`src/rtl/setpoint_ramp_scheduler_pkg.sv`:
```
// setpoint_ramp_scheduler_pkg: shared width, clamp defaults and FSM encoding
package setpoint_ramp_scheduler_pkg;
   localparam int N = 18;
   localparam int REF_MAX_DEF = 131071;
   localparam int REF_MIN_DEF = -131072;
   typedef enum logic [1:0] {
      IDLE   = 2'd0,
      RAMP   = 2'd1,
      SETTLE = 2'd2
   } state_t;
endpackage

```
`src/rtl/setpoint_ramp_scheduler_if.sv`:
```
// setpoint_ramp_scheduler_if: command/reference bundle between sequencer and control loop
interface setpoint_ramp_scheduler_if #(parameter int W = 18) ();
   logic                tick;
   logic                load;
   logic                hold;
   logic signed [W-1:0] target;
   logic [W-2:0]        step;
   logic signed [W-1:0] ref_value;
   logic                ref_strobe;
   logic                busy;
   logic                done;
   modport master (output tick, load, hold, target, step, input ref_value, ref_strobe, busy, done);
   modport slave (input tick, load, hold, target, step, output ref_value, ref_strobe, busy, done);
endinterface

```
`src/rtl/setpoint_ramp_scheduler_ramp_step_calc.sv`:
```
// ramp_step_calc: one ramp step toward the target, widened by one bit so nothing wraps
module ramp_step_calc
   import setpoint_ramp_scheduler_pkg::*;
#(
   parameter int W       = N,
   parameter int REF_MAX = REF_MAX_DEF,
   parameter int REF_MIN = REF_MIN_DEF
) (
   input  logic signed [W-1:0] ref_value,
   input  logic signed [W-1:0] tgt_q,
   input  logic [W-2:0]        step,
   output logic signed [W-1:0] next_ref,
   output logic                arrived
);
   localparam logic signed [W:0] HI = REF_MAX[W:0];
   localparam logic signed [W:0] LO = REF_MIN[W:0];
   logic signed [W:0] diff, sum;
   logic [W:0] mag;
   // difference, arrival test and clamped step in W+1 bits
   always_comb begin
      diff = {tgt_q[W-1], tgt_q} - {ref_value[W-1], ref_value};
      mag = diff[W] ? -diff : diff;
      arrived = (step == '0) || (mag <= {2'b00, step});
      sum = diff[W] ? {ref_value[W-1], ref_value} - {2'b00, step} : {ref_value[W-1], ref_value} + {2'b00, step};
      next_ref = arrived ? tgt_q : (sum > HI) ? HI[W-1:0] : (sum < LO) ? LO[W-1:0] : sum[W-1:0];
   end
endmodule

```
`src/rtl/setpoint_ramp_scheduler.sv`:
```
// setpoint_ramp_scheduler: ramps the applied setpoint toward a loaded target on sample ticks
module setpoint_ramp_scheduler
   import setpoint_ramp_scheduler_pkg::*;
#(
   parameter int W            = N,
   parameter int REF_MAX      = REF_MAX_DEF,
   parameter int REF_MIN      = REF_MIN_DEF,
   parameter int SETTLE_TICKS = 8
) (
   input logic                      clk,
   input logic                      reset,
   setpoint_ramp_scheduler_if.slave sp
);
   localparam logic signed [W:0] HI = REF_MAX[W:0];
   localparam logic signed [W:0] LO = REF_MIN[W:0];
   localparam logic [7:0] ST = SETTLE_TICKS[7:0];
   state_t state, state_n;
   logic signed [W-1:0] tgt_q, ref_q, tgt_c, next_ref;
   logic signed [W:0] tx;
   logic [7:0] dwell;
   logic arrived, adv, settle_end, busy_n, done_n, busy_q, done_q, strobe_q;
   assign tx = {sp.target[W-1], sp.target};
   assign tgt_c = (tx > HI) ? HI[W-1:0] : (tx < LO) ? LO[W-1:0] : tx[W-1:0];
   assign adv = sp.tick && !sp.hold && !sp.load;
   assign settle_end = (dwell + 8'd1) == ST;
   assign sp.ref_value = ref_q;
   assign sp.ref_strobe = strobe_q;
   assign sp.busy = busy_q;
   assign sp.done = done_q;
   ramp_step_calc #(.W(W), .REF_MAX(REF_MAX), .REF_MIN(REF_MIN)) u_calc (
      .ref_value (ref_q),
      .tgt_q     (tgt_q),
      .step      (sp.step),
      .next_ref  (next_ref),
      .arrived   (arrived)
   );
   // state register
   always_ff @(posedge clk or negedge reset)
      if (!reset) state <= IDLE;
      else state <= state_n;
   // next state: load overrides any tick activity
   always_comb begin
      state_n = state;
      if (sp.load) state_n = (tgt_c != ref_q) ? RAMP : SETTLE;
      else if (adv && state == RAMP) state_n = arrived ? SETTLE : RAMP;
      else if (adv && state == SETTLE) state_n = settle_end ? IDLE : SETTLE;
   end
   // output decode, registered below
   always_comb begin
      busy_n = state_n != IDLE;
      done_n = adv && state == SETTLE && settle_end;
   end
   // target, reference, dwell and output registers
   always_ff @(posedge clk or negedge reset)
      if (!reset) begin
         tgt_q    <= '0;
         ref_q    <= '0;
         dwell    <= '0;
         strobe_q <= 1'b0;
         busy_q   <= 1'b0;
         done_q   <= 1'b0;
      end else begin
         strobe_q <= sp.tick;
         busy_q   <= busy_n;
         done_q   <= done_n;
         if (sp.load) begin
            tgt_q <= tgt_c;
            dwell <= '0;
         end else if (adv && state == RAMP) begin
            ref_q <= next_ref;
            dwell <= '0;
         end else if (adv && state == SETTLE) dwell <= settle_end ? '0 : dwell + 8'd1;
      end
endmodule

```
`src/flat_wrapper.sv`:
```
// flat-port wrapper written by rule: the top's interface ports become plain ports
module setpoint_ramp_scheduler_flat import setpoint_ramp_scheduler_pkg::*;
#(
   parameter int W            = N,
   parameter int REF_MAX      = REF_MAX_DEF,
   parameter int REF_MIN      = REF_MIN_DEF,
   parameter int SETTLE_TICKS = 8
)
  (clk, reset, sp_tick, sp_load, sp_hold, sp_target, sp_step, sp_ref_value, sp_ref_strobe, sp_busy, sp_done);
  setpoint_ramp_scheduler_if #(.W(W)) sp_i ();
  input logic clk;
  input logic reset;
  input wire logic [$bits(sp_i.tick)-1:0] sp_tick;
  input wire logic [$bits(sp_i.load)-1:0] sp_load;
  input wire logic [$bits(sp_i.hold)-1:0] sp_hold;
  input wire logic [$bits(sp_i.target)-1:0] sp_target;
  input wire logic [$bits(sp_i.step)-1:0] sp_step;
  output wire logic [$bits(sp_i.ref_value)-1:0] sp_ref_value;
  output wire logic [$bits(sp_i.ref_strobe)-1:0] sp_ref_strobe;
  output wire logic [$bits(sp_i.busy)-1:0] sp_busy;
  output wire logic [$bits(sp_i.done)-1:0] sp_done;
  assign sp_i.tick = sp_tick;
  assign sp_i.load = sp_load;
  assign sp_i.hold = sp_hold;
  assign sp_i.target = sp_target;
  assign sp_i.step = sp_step;
  assign sp_ref_value = sp_i.ref_value;
  assign sp_ref_strobe = sp_i.ref_strobe;
  assign sp_busy = sp_i.busy;
  assign sp_done = sp_i.done;
  setpoint_ramp_scheduler #(.W(W), .REF_MAX(REF_MAX), .REF_MIN(REF_MIN), .SETTLE_TICKS(SETTLE_TICKS)) u_core (.clk(clk), .reset(reset), .sp(sp_i));
endmodule
```
`config.mk`:
```
export PLATFORM = sky130hd
export DESIGN_NAME = setpoint_ramp_scheduler_flat
export DESIGN_NICKNAME = d
export VERILOG_FILES = /design/src/rtl/setpoint_ramp_scheduler_pkg.sv /design/src/rtl/setpoint_ramp_scheduler_if.sv /design/src/rtl/setpoint_ramp_scheduler_ramp_step_calc.sv /design/src/rtl/setpoint_ramp_scheduler.sv /design/src/flat_wrapper.sv
export SDC_FILE = /design/constraint.sdc
export NUM_CORES = 1
export LEC_CHECK = 0
export ABC_AREA = 1
export CAP_MARGIN = 20
export CORE_MARGIN = 10
export CORE_UTILIZATION = 50
export DETAILED_ROUTE_END_ITERATION = 6
export PLACE_DENSITY = 0.76
export SYNTH_ARGS = -nofsm -noshare
export SYNTH_HDL_FRONTEND = slang
export SYNTH_SLANG_ARGS = --single-unit
```
`constraint.sdc`:
```
create_clock -name clk -period 4.9 [get_ports clk]
set_input_delay 0.98 -clock clk [delete_from_list [all_inputs] [get_ports clk]]
set_output_delay 0.98 -clock clk [all_outputs]
set_load 0.05 [all_outputs]
```
==> results.cfg <==
[setup_path]
cpMaxStageDelayCell = dfrtp_1
cp.depth = 30
crit_path_end_kind = flop
critPathRequiredTime_ps = 5120
worstPathMaxFanout = 16
startpoint_type = flop
path_class = reg -> reg
cp.buffers_inverters = 4
reg2reg_from = u_core.sp.ref_value[3]
ff2ff_path_depth = 30
cp_common_cell = nand2_2
slowest_delay_ps = 410
crit_arrival_ps = 4840
worst_path_dominant_cell_family = simple AND/OR/NAND/NOR gates
critPathLaunch = u_core.sp.ref_value[3]

[synth]
synth-main-ff-cell = dfrtp_1
synth_compound_area_share_pct = 13.8
synth_seq_cells = 49
synth_cell_type_count = 46
synthTopCellsByArea = dfrtp_1, nand2_1, ha_1
syn-cell-area_um2 = 5900
synth_edf_count = 0
synth-xor-area-share_pct = 9.19
synth_top_family_by_area = simple AND/OR/NAND/NOR gates
ys_top_cells_by_count = nand2_1, inv_1, nor2_1
yosysTopAreaCellShare_pct = 20.8
syn_inst = 909
syn-num-nets = 1008
synthMuxAreaShare_pct = 0
synth_fa_ha_area_share_pct = 12.8
synthArstFlopShare_pct = 100
synth_most_common_cell = nand2_1
synth-simple-area-share_pct = 32.1
synth-warning-count = 0
synth_seq_area_share_pct = 20.8
postSynthAreaPerCell_um2 = 6.49
synth_largest_area_cell = dfrtp_1

[cells_and_area]
syn2layout_area_growth_pct = 24.6
drive_above_1_share_pct = 13.2
antenna_cells = 0
design_area_um2 = 7350
nNetsFinal = 1114

[global_routing]
grt_max_degree = 50
globalRouteOverflowTotal = 0
grt_usage_pct = 21.1
antenna_found_initial = 0
grt_pass1_wl_mm = 28.8
first_global_vias = 5966

[sta]
finClkSkew_ps = 8.75
hold_ws_ps = 530
setup_viol = 0
tightest_slew_ps = 1080
min_period_over_period_pct = 94.4
layout_setup_ws_ps = 274
slew_headroom_pct = 27.9
drv_slew = 0
max_freq_mhz = 216
period_needed_ps = 4630
hold_viol = 0

[clock_network]
cts_tree = yes
htree_levels = 2
cts_made_buffers = 5
clk-insertion-delay-late_ps = 290
clk_pin_slew_ps = 70
cts_buffer_depth = 2
cts.sinks = 49
postCtsHoldBufs = 0
root_buffer = clkbuf_16

[detailed_routing]
drcViolationCount = 0
wl_mm = 18.2
vias = 6244
antenna_left = 0
drt_first_iter_violations = 537
avgRoutedWirePerCell_um = 15.7
drt-pass1-iter-count = 5
vias_per_cell = 5.39

[placed_design]
port_buffers = 60
gp_congestion = 0.932
pre_cts_ws_ps = -338
post-dp-hpwl_mm = 14.5
dpl_cell_area_um2 = 6930

[hold_path]
min-delay-path-class = reg -> reg
holdPathStages = 2
hold_path.startpoint = u_core.tgt_q[0]

[floorplanning]
die_y_um = 129
die_w_um = 129
io_pins = 61
core_area_um2 = 11500
dieArea_um2 = 16500
initial_core_util_pct = 51.4
floorplan.rows = 39

[run]
drv_cap = 0

[outcome]
outcome = finished, final reports clean
## logic make-up after synthesis
logic type,count (synthesis)
simple gates,425
buf+inv,168
compound gates,147
xor+xnor,61
fa+ha+maj,59
flops,49
## cells in the final DEF (no fill, tap or decap), types with 10 or more instances in the layout
master | synthesis | final
a21oi_1 | 54 | 48
buf_4 | 1 | 50
clkdlybuf4s50_1 | 0 | 56
dfrtp_1 | 49 | 48
ha_1 | 57 | 56
inv_1 | 148 | 146
nand2_1 | 231 | 230
nand2_2 | 14 | 14
nand3_1 | 58 | 55
nand4_1 | 15 | 15
nor2_1 | 63 | 62
o21ai_0 | 51 | 47
o21ai_1 | 14 | 17
xnor2_1 | 10 | 10
xor2_1 | 50 | 48
## final cells by class
type / count / area [µm²]
sequential: 49 / 1230
timing repair buffer: 113 / 1030
fill: 1068 / 4120
clock buffer: 5 / 125
tap: 143 / 179
inverter: 152 / 583
clock inverter: 3 / 26.3
multi-input combinational: 694 / 4180
## tightest hold or removal path: stages, from the launching register on
cell and delay (ps):
dfrtp_1 340, nand3_1 80, nand3_1 80
## registers in the layout (all words and copies together) (netlist names)
register              count
u_core.sp.done            1
u_core.tgt_q             18
u_core.sp.busy            1
u_core.sp.ref_value      18
u_core.sp.ref_strobe      1
u_core.dwell              8
u_core.state              2
## routing by layer
metal / global-route usage (%) / vias up / wire length, µm
li1: - / 3154 / -
met1: 27.6 / 2835 / 8150
met2: 34.8 / 225 / 8380
met3: 4.27 / 30 / 1330
met4: 5.24 / 0 / 361
met5: 0 / - / 0
## repair_timing
item | CTS | global route
setup buffers | 0 | 8
gates cloned | 1 | 1
resized for setup | 3 | 40
endpoints found under the setup margin | 10 | 21
pin swaps | 3 | 23
## through the flow
stage          utilization (%)  TNS [ps]  instances
5_1_grt                   64.1      -602       1159
2_1_floorplan                -         0        909
6_report                  64.1         0       1159
4_1_cts                   61.9         0       1150
3_3_place_gp              60.4     -2040       1141
3_5_place_dp              60.4     -4760       1141
## path summary, 6_finish.rpt
check,endpoint,slack (ps)
max,u_core.sp.ref_value[8],270
min,u_core.sp.ref_value[0],530
max reg2reg,u_core.sp.ref_value[8],270
min reg2reg,u_core.sp.ref_value[0],530
max in group asynchronous,u_core.sp.ref_value[2],3640
min in group asynchronous,u_core.dwell[4],770
Power is not shown: default switching activity piles up to over one toggle a cycle in this logic, so the estimate is an artifact.
